$ cat src/rtl/button_event_fsm.sv
// Button event decoder: turns a debounced button level into press, release,
// long-press and auto-repeat pulses, plus a held level and a press counter.
module button_event_fsm #(
    parameter int unsigned LONG_COUNT   = 32'd50_000_000,
    parameter int unsigned REPEAT_COUNT = 32'd10_000_000
) (
    input  logic       CLK50M,
    input  logic       RST_N,
    input  logic       A,
    output logic       PRESS,
    output logic       RELEASE,
    output logic       LONG,
    output logic       REPEAT,
    output logic       HELD,
    output logic [7:0] EVENT_COUNT
);

    typedef enum logic [1:0] {
        IDLE,
        PRESSED,
        LONG_HELD
    } state_t;

    localparam logic [31:0] LONG_LAST   = 32'(LONG_COUNT - 1);
    localparam logic [31:0] REPEAT_LAST = 32'(REPEAT_COUNT - 1);

    state_t      state_q;
    logic [31:0] cnt_q;
    logic        press_q;
    logic        release_q;
    logic        long_q;
    logic        repeat_q;
    logic        held_q;
    logic [7:0]  event_count_q;

    // Releasing the button is tested first in every held state, so a release
    // always beats a coincident LONG or REPEAT terminal count.
    always_ff @(posedge CLK50M or negedge RST_N) begin
        if (!RST_N) begin
            state_q       <= IDLE;
            cnt_q         <= '0;
            press_q       <= 1'b0;
            release_q     <= 1'b0;
            long_q        <= 1'b0;
            repeat_q      <= 1'b0;
            held_q        <= 1'b0;
            event_count_q <= '0;
        end else begin
            press_q   <= 1'b0;
            release_q <= 1'b0;
            long_q    <= 1'b0;
            repeat_q  <= 1'b0;
            case (state_q)
                IDLE: begin
                    cnt_q <= '0;
                    if (A) begin
                        state_q       <= PRESSED;
                        press_q       <= 1'b1;
                        held_q        <= 1'b1;
                        event_count_q <= event_count_q + 8'd1;
                    end
                end
                PRESSED: begin
                    if (!A) begin
                        state_q   <= IDLE;
                        release_q <= 1'b1;
                        held_q    <= 1'b0;
                        cnt_q     <= '0;
                    end else if (cnt_q == LONG_LAST) begin
                        state_q <= LONG_HELD;
                        long_q  <= 1'b1;
                        cnt_q   <= '0;
                    end else begin
                        cnt_q <= cnt_q + 32'd1;
                    end
                end
                LONG_HELD: begin
                    if (!A) begin
                        state_q   <= IDLE;
                        release_q <= 1'b1;
                        held_q    <= 1'b0;
                        cnt_q     <= '0;
                    end else if (cnt_q == REPEAT_LAST) begin
                        repeat_q <= 1'b1;
                        cnt_q    <= '0;
                    end else begin
                        cnt_q <= cnt_q + 32'd1;
                    end
                end
                default: begin
                    state_q <= IDLE;
                    held_q  <= 1'b0;
                    cnt_q   <= '0;
                end
            endcase
        end
    end

    assign PRESS       = press_q;
    assign RELEASE     = release_q;
    assign LONG        = long_q;
    assign REPEAT      = repeat_q;
    assign HELD        = held_q;
    assign EVENT_COUNT = event_count_q;

endmodule

$ cat config.mk
export PLATFORM = sky130hd
export DESIGN_NAME = button_event_fsm
export DESIGN_NICKNAME = d
export VERILOG_FILES = /design/src/rtl/button_event_fsm.sv
export SDC_FILE = /design/constraint.sdc
export NUM_CORES = 1
export LEC_CHECK = 0
export BUFFER_PORTS_ARGS = -buffer_cell sky130_fd_sc_hd__buf_4
export CAP_MARGIN = 15
export CORE_MARGIN = 4
export CORE_UTILIZATION = 62
export CTS_BUF_LIST = sky130_fd_sc_hd__clkbuf_4 sky130_fd_sc_hd__clkbuf_8
export DETAILED_ROUTE_END_ITERATION = 16
export MAX_ROUTING_LAYER = met4
export PLACE_DENSITY = 0.81
export SETUP_SLACK_MARGIN = 0.4
export SYNTH_ARGS = -nofsm -noshare
export SYNTH_HDL_FRONTEND = slang
export SYNTH_SLANG_ARGS = --single-unit
$ cat constraint.sdc
create_clock -name CLK50M -period 2.39 [get_ports CLK50M]
set_input_delay 0.717 -clock CLK50M [delete_from_list [all_inputs] [get_ports CLK50M]]
set_output_delay 0.717 -clock CLK50M [all_outputs]
set_load 0.005 [all_outputs]
# Word-level counts from Yosys, hierarchy flattened
# Cells that the tools add are included.
# word_totals
reg_bits,47
in_bits,3
output_inout_bits,13
word_cells,46
# op_classes
n_addsub,2
eq_ne,8
muxes,23
reduce_logical,5
# ops
cell,count
32-bit 2-to-1 mux,4
32-bit case mux with 2 select lines,1
32-bit by 1-bit adder with 32-bit output (second input constant),1
32-bit by 24-bit equality test with 1-bit output (second input constant),1
32-bit by 26-bit equality test with 1-bit output (second input constant),1
1-bit 2-to-1 mux,12
8-bit by 1-bit adder with 8-bit output (second input constant),1
2-bit 2-to-1 mux,4
2-bit inequality test (second input constant),3
2-bit case mux with 3 select lines,1
2-bit AND reduction,2
3-bit inequality test (second input constant),1
3-bit AND reduction,1
2-bit by 1-bit equality test with 1-bit output (second input constant),1
2-bit equality test (second input constant),1
2-bit zero test,1
1-bit case mux with 2 select lines,1
2-bit OR reduction,1

# Depth between registers and ports, before layout
# Gate-level depths: netlist of run 1.
# depth
ltp_word,4
depth_mapped,8
mapped_depth_nobuf,7

# Worst setup path before layout of run 1
# No wires, ideal clock.
# synth_path
path_kind,register to register
startpoint,register cnt_q[9]
endpoint,register cnt_q[4]
setup_time_ps,119
t_arrival_ps,1810
t_required_ps,2271
setup_slack_ps,461
stages_incl_launch_ff,7
path_buffers,1
synth_period_minus_slack_ps,1929
cell_sequence,dfrtp_1 or3b_1 or3_1 a32o_1 o21ai_4 buf_6 nor2_1
# synth_between
elab_chain_len,4
elab_cells_between_ends,7
cone_classes,eq/ne: 2; mux: 5
# synth_lines
item,line,source
from (decl),28,logic [31:0] cnt_q;
from (signal assigned),74,cnt_q <= cnt_q + 32'd1;
from (signal assigned),87,cnt_q <= cnt_q + 32'd1;
32-bit by 24-bit equality test with 1-bit output or 32-bit by 26-bit equality test with 1-bit output (tied branches),"83, 69",
32-bit 2-to-1 mux (on tied branches),"83, 69",
32-bit 2-to-1 mux (on tied branches),"78, 64",
32-bit case mux with 2 select lines *,53,case (state_q)
# Every way passes the cells marked *; elsewhere a longest branch is shown, timed or not.
# A chain may end at the register's enable or synchronous reset.

# Final worst setup path of run 1
# layout_path
startpoint,register cnt_q[9]
endpoint,register cnt_q[16]
# layout_between
elab_chain_len,4
elab_cells_between_ends,8
cone_classes,add/sub: 1; eq/ne: 2; mux: 5
# layout_lines
item,line
32-bit by 1-bit adder with 32-bit output (tied with other cells),"74, 87"
32-bit 2-to-1 mux (on tied branches),"83, 69"
32-bit 2-to-1 mux (on tied branches),"78, 64"
32-bit case mux with 2 select lines *,53
# Marked as above.

==> results.md, run 1 <==
- Status: finished, final reports clean
- Routed wire length: 4680 µm
- Largest fanout of any net on the critical path: 8
- Largest net degree at the start of global routing: 48
- Highest clock frequency the design can meet: between 400 and 500 MHz
- Nature of the critical path startpoint: flip-flop
- Max Clock Skew: 0.00350 ns
- Placed instance area: 0.00253 mm²
- Proportion of synthesized flip-flops having asynchronous set or reset: 100%
- Number of input and output port buffers inserted: 15
- Critical path endpoint category: flip-flop
- Final hold violation count: 0
- Number of global-route vias before repair: between 1500 and 2000
- Max-Cap Viols: 0
- Yosys synthesis warning count: 0
- Final critical-path required period: approximately 2.1 ns
- Number of sinks on the clock net: 47
- Worst hold slack after final layout: 0.413 ns
- Insertion delay of the later-clocked pin in the worst-skew pair: 0.30 ns
- Max-slew headroom at the worst pin: approximately 62%
- GRT Total Usage: ~22%
- Number of library cell types mapped by synthesis: 33
- First-pass GRT wire length: about 8000 µm
- Area share of the largest cell type after synthesis: between 50 and 60%
- Critical path destination: cnt_q[16]$_DFF_PN0_
- Die height: between 60 and 70 µm
- Setup violators final: 0
- Int Power: 0.00148 W
- Most frequently used flop master after synthesis: sky130_fd_sc_hd__dfrtp_1
- Growth of design area from synthesis to finish: 17.7%
- Worst-Margin Slew: approximately 0.57 ns
- RSZ-0062 raised after global routing: yes
- Post-DP HPWL: 2880 µm
- Cell accounting for the most synthesized area: sky130_fd_sc_hd__dfrtp_1
- Final Instance Area: between 0.002 and 0.003 mm²
- Largest stage delay on the critical path: 0.41 ns
- Leakage power of the design: 1.15 nW
- Count of flip-flops with a built-in enable after synthesis: 0
- Horiz. Die Dim: slightly below 70 µm
- Part of the power in the clock network: 27.0%
- Cells on worst reg2reg path: 6
- Flop and latch count out of synthesis: 47
- Total number of placement rows: 22
- Type of the worst setup path: flip-flop to flip-flop
- Share of total power consumed by net switching: 29.4%
- Net count of the finished layout: 271
- Cts bufs inserted: 5
- Floorplan die area: just under 0.005 mm²
- CORE AREA: 0.00366 mm²
- Worst min-delay path class: primary input to async pin
- Netlist area before placement: 0.00235 mm²
- Number of search-and-repair iterations in the first detailed-routing pass: 6
- Leading cell types by total area after synthesis: sky130_fd_sc_hd__dfrtp_1 50%, sky130_fd_sc_hd__xor2_1 8.6%, sky130_fd_sc_hd__nor2_1 6.4%
- Post-route fraction of the period consumed by the critical path: 86.6%
- Slowest stage cell, crit path: sky130_fd_sc_hd__or3b_1
- Initial antenna violation count: 0
- Worst reg2reg path startpoint: cnt_q[9]$_DFF_PN0_
- Net switching power: 0.000616 W
- Setup total negative slack: 0 ns
- Cell Chain, Critical Path: or3b_1, or3_4, a32o_2, o21ai_4, clkbuf_16, nor2_1
- Sequential fraction of design power: 46.1%
- Initial Util: 64.1%
- Proportion of synthesized chip area in sequential cells: approximately half
- Clock H-tree levels: 2
- Per-cell routed wire length: between 15 and 20 µm
- Data arrival time of the critical path: 2.27 ns
- Placer congestion estimate: 0.776
- Total power density per cell area: 759 mW/mm²
- Overflow after GRT: 0
- Proportion of layout cells with a drive suffix above 1: just over 20%
- Worst-case clock buffer depth: 2
- Clock-pin slew of the registers on the worst-case setup and hold paths: about 0.080 ns
- Share of power burned in combinational logic: roughly 27%
- Number of max-slew violations in the final report: 0
- Reg2reg end: cnt_q[16]$_DFF_PN0_
- FF-to-FF setup slack: 0.32 ns
- Number of antenna-violating nets in the routed design: 0
- Routed via count: 1766
- Worst VDD drop: 430 µV
- Data required time at the worst endpoint: 2.59 ns
- Number of placed I/O pins: 16
- TritonCTS clock tree: done
- Clk Tree Root Cell: sky130_fd_sc_hd__clkbuf_8
- Post-Synthesis Mean Instance Area: 9.98 µm²
- Drt initial violations: about 100
- Antenna cells: 0
- Post-synth net total: 243
- Remaining design rule violation count: 0
- Critical Path Start: cnt_q[9]$_DFF_PN0_
- Number of vias per cell after detailed routing: between 5 and 6
- Post-synthesis instance total: about 240
==> worst max-delay path, delay by kind of cell (launching register included) <==
family          cells  cell delay, ns
compound gates      2            0.48
buf+inv             1            0.22
flops               1            0.39
simple gates        3            0.87
==> cells by family after synthesis <==
family / Yosys count / synth area share (%)
adders and majority gates: 5 / 2.67
DFF: 47 / 50.1
muxes: 3 / 1.39
and+or+nand+nor: 125 / 26.6
xor gates and xnor gates: 37 / 13.8
buffers and inverters: 10 / 2.56
AOI/OAI and AO/OA: 8 / 2.83
==> per-stage QoR <==
stage                     utilization [%]  total power [W]  std cells  worst slack, ns
after global placement               69.0          0.00144        298            0.406
after CTS                            73.7          0.00208        310            0.395
after global routing                 75.4          0.00221        311            0.281
after detailed placement             69.0          0.00146        298            0.355
final                                75.4          0.00209        311            0.321
after floorplan                         -          0.00128        235            0.461
==> worst min-delay path by stage <==
stage	depth (start not counted)	slack, ns	start	endpoint
floorplan	0	0.42	RST_N	EVENT_COUNT[0]$_DFFE_PN0P_
global placement	1	0.46	EVENT_COUNT[7]$_DFFE_PN0P_	EVENT_COUNT[7]$_DFFE_PN0P_
detailed placement	1	0.47	EVENT_COUNT[7]$_DFFE_PN0P_	EVENT_COUNT[7]$_DFFE_PN0P_
CTS	1	0.42	RST_N	cnt_q[7]$_DFF_PN0_
global route	1	0.45	RST_N	EVENT_COUNT[4]$_DFFE_PN0P_
finish	1	0.41	RST_N	HELD$_DFFE_PN0P_
==> synth_stat cells, types with 2 or more instances <==
cell type,instances
sky130_fd_sc_hd__nand2_1,19
sky130_fd_sc_hd__nor4_1,6
sky130_fd_sc_hd__nor4b_1,3
sky130_fd_sc_hd__nor2_1,40
sky130_fd_sc_hd__and3_1,6
sky130_fd_sc_hd__buf_6,3
sky130_fd_sc_hd__nand3_1,18
sky130_fd_sc_hd__clkbuf_1,2
sky130_fd_sc_hd__or3_1,4
sky130_fd_sc_hd__xnor2_1,14
sky130_fd_sc_hd__dfrtp_1,47
sky130_fd_sc_hd__nor3_1,6
sky130_fd_sc_hd__nand4_1,11
sky130_fd_sc_hd__a21oi_1,2
sky130_fd_sc_hd__xor2_1,23
sky130_fd_sc_hd__and2_1,4
sky130_fd_sc_hd__mux2_2,2
sky130_fd_sc_hd__ha_1,5
sky130_fd_sc_hd__or2_2,2
sky130_fd_sc_hd__inv_1,5
==> layout by cell type, fill, tap and decap left out, types with 2 or more instances in the layout <==
master                      n
sky130_fd_sc_hd__dfrtp_1   47
sky130_fd_sc_hd__nor2_1    32
sky130_fd_sc_hd__xor2_1    23
sky130_fd_sc_hd__buf_4     23
sky130_fd_sc_hd__nand2_1   19
sky130_fd_sc_hd__nand3_1   17
sky130_fd_sc_hd__xnor2_1   14
sky130_fd_sc_hd__nand4_1   11
sky130_fd_sc_hd__nor3_1     6
sky130_fd_sc_hd__nor2_2     6
sky130_fd_sc_hd__and3_1     6
sky130_fd_sc_hd__inv_1      5
sky130_fd_sc_hd__ha_1       5
sky130_fd_sc_hd__clkbuf_8   5
sky130_fd_sc_hd__and2_1     4
sky130_fd_sc_hd__nor4_1     4
sky130_fd_sc_hd__nor4_2     3
sky130_fd_sc_hd__or3_1      3
sky130_fd_sc_hd__nor4b_1    2
sky130_fd_sc_hd__or2_2      2
sky130_fd_sc_hd__nor2_4     2
sky130_fd_sc_hd__a21oi_1    2
sky130_fd_sc_hd__mux2_2     2
==> layout make-up <==
type	instances	area (µm²)
clock buffers	5	68.8
clock inverters	2	37.5
fillers	263	901
inverters	5	18.8
multi-input cells	178	1170
flip-flops and latches	47	1180
well taps	48	60.1
repair buffers	26	229
==> per-layer routing <==
metal / up-vias / routed length [µm] / global-route usage [%]
li1: 853 / - / -
met1: 855 / 2100 / 27.1
met2: 51 / 2250 / 32.8
met3: 7 / 255 / 5.94
met4: 0 / 70 / 9.11
met5: - / 0 / -
==> repair_timing <==
item | CTS | global route
cloned | 1 | 1
buffers inserted | 4 | 0
hold buffers | 0 | 0
gates resized for setup | 2 | 16
pin swaps | 1 | 7
setup endpoints to repair | 33 | 34
==> power groups by stage <==
stage	Combinational [W]	Clock [W]	Sequential, W
4_1_cts	0.000540	0.000575	0.000966
3_5_place_dp	0.000479	0	0.000985
5_1_grt	0.000618	0.000611	0.000985
3_3_place_gp	0.000461	0	0.000975
6_report	0.000562	0.000566	0.000965
2_1_floorplan	0.000303	0	0.000974
==> state kept, by name, summed over array words and instances (netlist names) <==
signal       count
state_q          2
cnt_q           32
HELD             1
EVENT_COUNT      8
PRESS            1
LONG             1
RELEASE          1
REPEAT           1
Note: power is estimated with default switching activity, not from simulation.
==> run 2, diff against run 1 <==
--- a/config.mk
+++ b/config.mk
@@ -12,7 +12,7 @@
 export CTS_BUF_LIST = sky130_fd_sc_hd__clkbuf_4 sky130_fd_sc_hd__clkbuf_8
 export DETAILED_ROUTE_END_ITERATION = 16
 export MAX_ROUTING_LAYER = met4
-export PLACE_DENSITY = 0.81
+export PLACE_DENSITY = 0.87
 export SETUP_SLACK_MARGIN = 0.4
 export SYNTH_ARGS = -nofsm -noshare
 export SYNTH_HDL_FRONTEND = slang
==> results.md, run 2 (synthesis gave the netlist of run 1 again) <==
- Status: finished, final reports clean
- Insertion delay of the later-clocked pin in the worst-skew pair: 0.31 ns (about the same)
- Max Clock Skew: 0.00518 ns (+0.00169 ns)
- Final hold violation count: 0 (unchanged)
- Number of vias per cell after detailed routing: 5.61 (-1.2%)
- Die height: 69.5 µm (unchanged)
- RSZ-0062 raised after global routing: yes
- Horiz. Die Dim: 69.5 µm (unchanged)
- Worst-Margin Slew: 0.580 ns (+0.0124 ns)
- Number of global-route vias before repair: 1770 (+4.4%)
- Post-DP HPWL: 3070 µm (+6.5%)
- Number of flip-flops under the largest register name: 32 (unchanged)
- Overflow after GRT: 0 (unchanged)
- Setup violators final: 0 (unchanged)
- Max-Cap Viols: 0 (unchanged)
- Largest net degree at the start of global routing: 48 (unchanged)
- Filler cell count: 273 (+3.8%)
- Routed wire length: 4790 µm (+2.4%)
- Number of antenna-violating nets in the routed design: 0 (unchanged)
- Total number of placement rows: 22 (unchanged)
- Final Instance Area: 0.00276 mm² (about the same)
- Proportion of layout cells with a drive suffix above 1: 18.9% (-1.2 points)
- Leakage power of the design: 1.17 nW (+1.1%)
- Growth of design area from synthesis to finish: 17.5% (about the same)
- Finished Core Util: 75.3% (about the same)
- Minimum setup slack after placement: 0.354 ns (-0.000905 ns)
- Type of the worst setup path: flip-flop to flip-flop
- Largest fanout of any net on the critical path: 8 (unchanged)
- Setup total negative slack: 0 ns (unchanged)
- Number of search-and-repair iterations in the first detailed-routing pass: 4 (-2)
- CORE AREA: 0.00366 mm² (unchanged)
- Worst-case clock buffer depth: 2 (unchanged)
- Initial antenna violation count: 0 (unchanged)
- Placed instance area: 0.00253 mm² (unchanged)
- Data arrival time of the critical path: 2.23 ns (-0.04 ns)
- Cts-stage hold buffer count: 0 (unchanged)
- Final critical-path required period: 2.03 ns (-0.0390 ns)
- Cts bufs inserted: 5 (unchanged)
- Power, Total: 0.00213 W (+1.6%)
- Floorplan die area: 0.00483 mm² (unchanged)
- Placer congestion estimate: 0.852 (+9.8%)
- Net count of the finished layout: 271 (unchanged)
- Clock H-tree levels: 2 (unchanged)
- Critical path endpoint category: flip-flop
- Clock-pin slew of the registers on the worst-case setup and hold paths: 0.09 ns (about the same)
- Register with the highest flop count: cnt_q
- Post-route fraction of the period consumed by the critical path: 84.9% (-1.6 points)
- Initial Util: 64.1% (unchanged)
- First-pass GRT wire length: 8130 µm (+1.4%)
- Max-slew headroom at the worst pin: 61.3% (-0.82 points)
- Most used cells in the layout excluding fill and tap cells: 47 x sky130_fd_sc_hd__dfrtp_1, 36 x sky130_fd_sc_hd__nor2_1, 23 x sky130_fd_sc_hd__xor2_1, 23 x sky130_fd_sc_hd__buf_4, 19 x sky130_fd_sc_hd__nand2_1
- GRT Total Usage: 21.5% (-0.055 points)
- Leading cell type in the layout, fill and taps excluded: sky130_fd_sc_hd__dfrtp_1
- Number of placed I/O pins: 16 (unchanged)
- Worst setup margin: 0.360 ns (+0.0390 ns)
- Per-cell routed wire length: 15.4 µm (+2.1%)
- Data required time at the worst endpoint: 2.59 ns (about the same)
- Number of max-slew violations in the final report: 0 (unchanged)
- Cells on worst reg2reg path: 6 (unchanged)
- Total power density per cell area: 772 mW/mm² (+1.7%)
- Routed via count: 1750 (-0.91%)
- Clk Tree Root Cell: sky130_fd_sc_hd__clkbuf_8
- Drt initial violations: 117 (+15%)
- TritonCTS clock tree: done
- Nature of the critical path startpoint: flip-flop
- Highest clock frequency the design can meet: 493 MHz (+1.9%)
- Antenna cells: 0 (unchanged)
- Number of sinks on the clock net: 47 (unchanged)
- Remaining design rule violation count: 0 (unchanged)
- Number of input and output port buffers inserted: 15 (unchanged)
- Worst min-delay path class: primary input to async pin
- Worst VDD drop: 472 µV (+9.9%)
==> run 2: critical path, cell delays in order, from the launching register on <==
cell	delay [ns]
sky130_fd_sc_hd__dfrtp_1	0.38
sky130_fd_sc_hd__or3b_1	0.40
sky130_fd_sc_hd__or3_4	0.41
sky130_fd_sc_hd__a32o_2	0.24
sky130_fd_sc_hd__o21ai_4	0.23
sky130_fd_sc_hd__buf_6	0.20
sky130_fd_sc_hd__nor2_1	0.06
==> run 2: cell type report <==
type / instances / area, µm² / area share, %
clock inverters: 3 / 47.5 / 1.72
repair buffers: 26 / 229 / 8.30
clock buffers: 5 / 68.8 / 2.50
inverters: 5 / 18.8 / 0.681
well taps: 48 / 60.1 / 2.18
flip-flops and latches: 47 / 1180 / 42.6
multi-input cells: 178 / 1160 / 42.0
==> run 2: per-layer routing <==
layer  routed length [µm]  vias to the layer above  global-route usage, %
met5                    0                        -                      -
met4                   38                        0                   4.12
met3                  266                        7                   5.51
met2                 2450                       36                   35.4
met1                 2040                      851                   27.0
li1                     -                      856                      -
==> run 2: final timing paths <==
path / to / startpoint / slack [ns]
worst max register to register: cnt_q[6]$_DFF_PN0_ / cnt_q[9]$_DFF_PN0_ / 0.36
min in group CLK50M: EVENT_COUNT[6]$_DFFE_PN0P_ / EVENT_COUNT[6]$_DFFE_PN0P_ / 0.50
max in group asynchronous: cnt_q[0]$_DFF_PN0_ / RST_N / 1.59
worst min register to register: EVENT_COUNT[6]$_DFFE_PN0P_ / EVENT_COUNT[6]$_DFFE_PN0P_ / 0.50
worst min-delay path: RELEASE$_DFF_PN0_ / RST_N / 0.40
worst max-delay path: cnt_q[6]$_DFF_PN0_ / cnt_q[9]$_DFF_PN0_ / 0.36
==> run 2: timing repair <==
action,CTS,global route
pin swaps,1,3
setup endpoints to repair,34,34
setup buffers,3,1
resized for setup,3,11
cloned,1,1
==> run 2: report_power, final <==
group	leakage, nW	total (W)	internal [W]	switching, W
Clock	0.0587	0.000595	0.000317	0.000278
Sequential	0.640	0.000964	0.000882	0.0000823
Combinational	0.468	0.000568	0.000294	0.000275
==> run 2: per-stage QoR <==
stage | cells | hold slack, ns
floorplan | 235 | 0.421
global placement | 298 | 0.465
detailed placement | 298 | 0.482
CTS | 310 | 0.425
global route | 312 | 0.448
finish | 312 | 0.403
==> run 3, diff against run 2 <==
==> constraint.sdc (replaced) <==
create_clock -name CLK50M -period 2.1 [get_ports CLK50M]
set_input_delay 0.63 -clock CLK50M [delete_from_list [all_inputs] [get_ports CLK50M]]
set_output_delay 0.63 -clock CLK50M [all_outputs]
set_load 0.005 [all_outputs]
==> results.md, run 3 (synthesis gave the netlist of run 1 again) <==
- Placer congestion estimate: 0.884 (+3.7%)
- CORE AREA: 0.00366 mm² (unchanged)
- Die height: 69.5 µm (unchanged)
- RSZ-0062 raised after global routing: yes
- First-pass GRT wire length: 7550 µm (-7.1%)
- Minimum setup slack after placement: 0.117 ns (-0.238 ns)
- Drt initial violations: 148 (+26%)
- Leading cell type in the layout, fill and taps excluded: sky130_fd_sc_hd__dfrtp_1
- Number of search-and-repair iterations in the first detailed-routing pass: 4 (unchanged)
- Worst min-delay path class: primary input to async pin
- Number of input and output port buffers inserted: 15 (unchanged)
- Horiz. Die Dim: 69.5 µm (unchanged)
- Number of sinks on the clock net: 47 (unchanged)
- Number of vias per cell after detailed routing: 5.86 (+4.5%)
- Largest net degree at the start of global routing: 48 (unchanged)
- Number of antenna-violating nets in the routed design: 0 (unchanged)
- Worst reg2reg path startpoint: cnt_q[10]$_DFF_PN0_
- Worst setup margin: 0.117 ns (-0.243 ns)
- Data arrival time of the critical path: 2.21 ns (-0.02 ns)
- Number of placed I/O pins: 16 (unchanged)
- Per-cell routed wire length: 16.0 µm (+4.5%)
- Net count of the finished layout: 275 (+1.5%)
- # placed instances: 301 (+1.0%)
- Cts-stage hold buffer count: 0 (unchanged)
- Post-DP HPWL: 3100 µm (+0.93%)
- Number of cells in the finished layout apart from fillers: 316 (+1.3%)
- Max-slew headroom at the worst pin: 60.9% (-0.44 points)
- Reg2reg end: state_q[1]$_DFFE_PN0P_
- Leakage power of the design: 1.17 nW (+0.53%)
- Clk Tree Root Cell: sky130_fd_sc_hd__clkbuf_8
- Cts bufs inserted: 5 (unchanged)
- Type of the worst setup path: flip-flop to flip-flop
- Worst-case clock buffer depth: 2 (unchanged)
- Growth of design area from synthesis to finish: 18.9%
- Remaining design rule violation count: 0 (unchanged)
- Routed wire length: 5070 µm (+5.8%)
- Register with the highest flop count: cnt_q
- Largest fanout of any net on the critical path: 3 (-5)
- Max-Cap Viols: 0 (unchanged)
- Total power density per cell area: 829 mW/mm² (+7.4%)
- Initial antenna violation count: 0 (unchanged)
- GRT Total Usage: 19.7% (-1.7 points)
- Proportion of layout cells with a drive suffix above 1: 22.0% (+3.1 points)
- Nature of the critical path startpoint: flip-flop
- Initial Util: 64.1% (unchanged)
- Cells on worst reg2reg path: 6 (unchanged)
- Highest clock frequency the design can meet: 504 MHz (+2.3%)
- Routed via count: 1853 (+5.9%)
- Worst VDD drop: 499 µV (+5.7%)
- Most common cell on crit path: sky130_fd_sc_hd__a21oi_1
- Number of buffers and inverters on the critical path: 1 (unchanged)
- Insertion delay of the later-clocked pin in the worst-skew pair: 0.31 ns (about the same)
- Antenna cells: 0 (unchanged)
- Slowest stage cell, crit path: sky130_fd_sc_hd__dfrtp_1
- Number of max-slew violations in the final report: 0 (unchanged)
- Worst-Margin Slew: 0.586 ns (+0.00660 ns)
- Final hold violation count: 0 (unchanged)
- Cell Chain, Critical Path: or3b_1, or3_4, buf_4, nor4_4, a21oi_1, a21oi_1
- Data required time at the worst endpoint: 2.33 ns (-0.26 ns)
- Most used cells in the layout excluding fill and tap cells: 47 x sky130_fd_sc_hd__dfrtp_1, 35 x sky130_fd_sc_hd__nor2_1, 27 x sky130_fd_sc_hd__buf_4
- Floorplan die area: 0.00483 mm² (unchanged)
- Clock-pin slew of the registers on the worst-case setup and hold paths: 0.09 ns (about the same)
- Overflow after GRT: 0 (unchanged)
- Number of flip-flops under the largest register name: 32 (unchanged)
- Final critical-path required period: 1.98 ns (-0.0465 ns)
- Max Clock Skew: 0.0115 ns (+0.00633 ns)
- FF-to-FF setup slack: 0.12 ns (-0.24 ns)
- Kind of cell adding the most delay to the critical path: simple AND/OR/NAND/NOR gates
- Total number of placement rows: 22 (unchanged)
- Setup total negative slack: 0 ns (unchanged)
- TritonCTS clock tree: done
- Critical path endpoint category: flip-flop
- Number of global-route vias before repair: 1707 (-3.6%)
- Post-route fraction of the period consumed by the critical path: 94.4% (+9.5 points)
- Clock H-tree levels: 2 (unchanged)
- Status: finished, final reports clean
- Largest stage delay on the critical path: 0.39 ns (-0.02 ns)
- Setup violators final: 0 (unchanged)
==> run 3: power breakdown <==
| group | leakage (nW) | total (W) | switching, W | internal [W] |
|---|---|---|---|---|
| Sequential | 0.640 | 0.00111 | 0.000103 | 0.00100 |
| Combinational | 0.485 | 0.000661 | 0.000312 | 0.000350 |
| Clock | 0.0483 | 0.000544 | 0.000309 | 0.000235 |
==> run 3: through the flow <==
stage / cell area (µm²) / utilization, % / hold slack, ns / power, W
after floorplan: 2350 / - / 0.334 / 0.00146
final: 2790 / 76.2 / 0.320 / 0.00231
after global placement: 2560 / 69.8 / 0.457 / 0.00163
after CTS: 2650 / 72.5 / 0.340 / 0.00220
after detailed placement: 2560 / 69.8 / 0.471 / 0.00167
after global routing: 2790 / 76.2 / 0.361 / 0.00244
==> run 3: timing repair <==
action                     CTS  global route
gates cloned                 0             2
gates resized for setup      3            15
setup endpoints to repair   36            38
setup buffers                0             5
pin swaps                    0             8
==> run 3: worst max path at each step <==
stage / endpoint / cells after the start / from / slack [ns]
final: state_q[1]$_DFFE_PN0P_ / 6 / cnt_q[10]$_DFF_PN0_ / 0.12
after global routing: state_q[1]$_DFFE_PN0P_ / 6 / cnt_q[10]$_DFF_PN0_ / -0.002
after CTS: cnt_q[6]$_DFF_PN0_ / 6 / cnt_q[10]$_DFF_PN0_ / 0.16
after detailed placement: state_q[0]$_DFFE_PN0P_ / 5 / cnt_q[10]$_DFF_PN0_ / 0.12
after global placement: state_q[0]$_DFFE_PN0P_ / 5 / cnt_q[10]$_DFF_PN0_ / 0.12
after floorplan: cnt_q[4]$_DFF_PN0_ / 6 / cnt_q[10]$_DFF_PN0_ / 0.23
==> run 3: final cells by class <==
type	count	area (µm²)
multi-input combinational	178	1190
sequential	47	1180
fill	251	872
timing repair buffer	30	259
clock buffer	5	68.8
tap	48	60.1
clock inverter	3	18.8
inverter	5	18.8
==> run 3: per-layer routing <==
| layer | track usage [%] | vias to the layer above | part of all wire (%) |
|---|---|---|---|
| li1 | - | 867 | - |
| met1 | 24.8 | 913 | 42 |
| met2 | 31.4 | 54 | 50 |
| met3 | 4.06 | 19 | 5.7 |
| met4 | 7.81 | 0 | 2.3 |
| met5 | - | - | 0 |
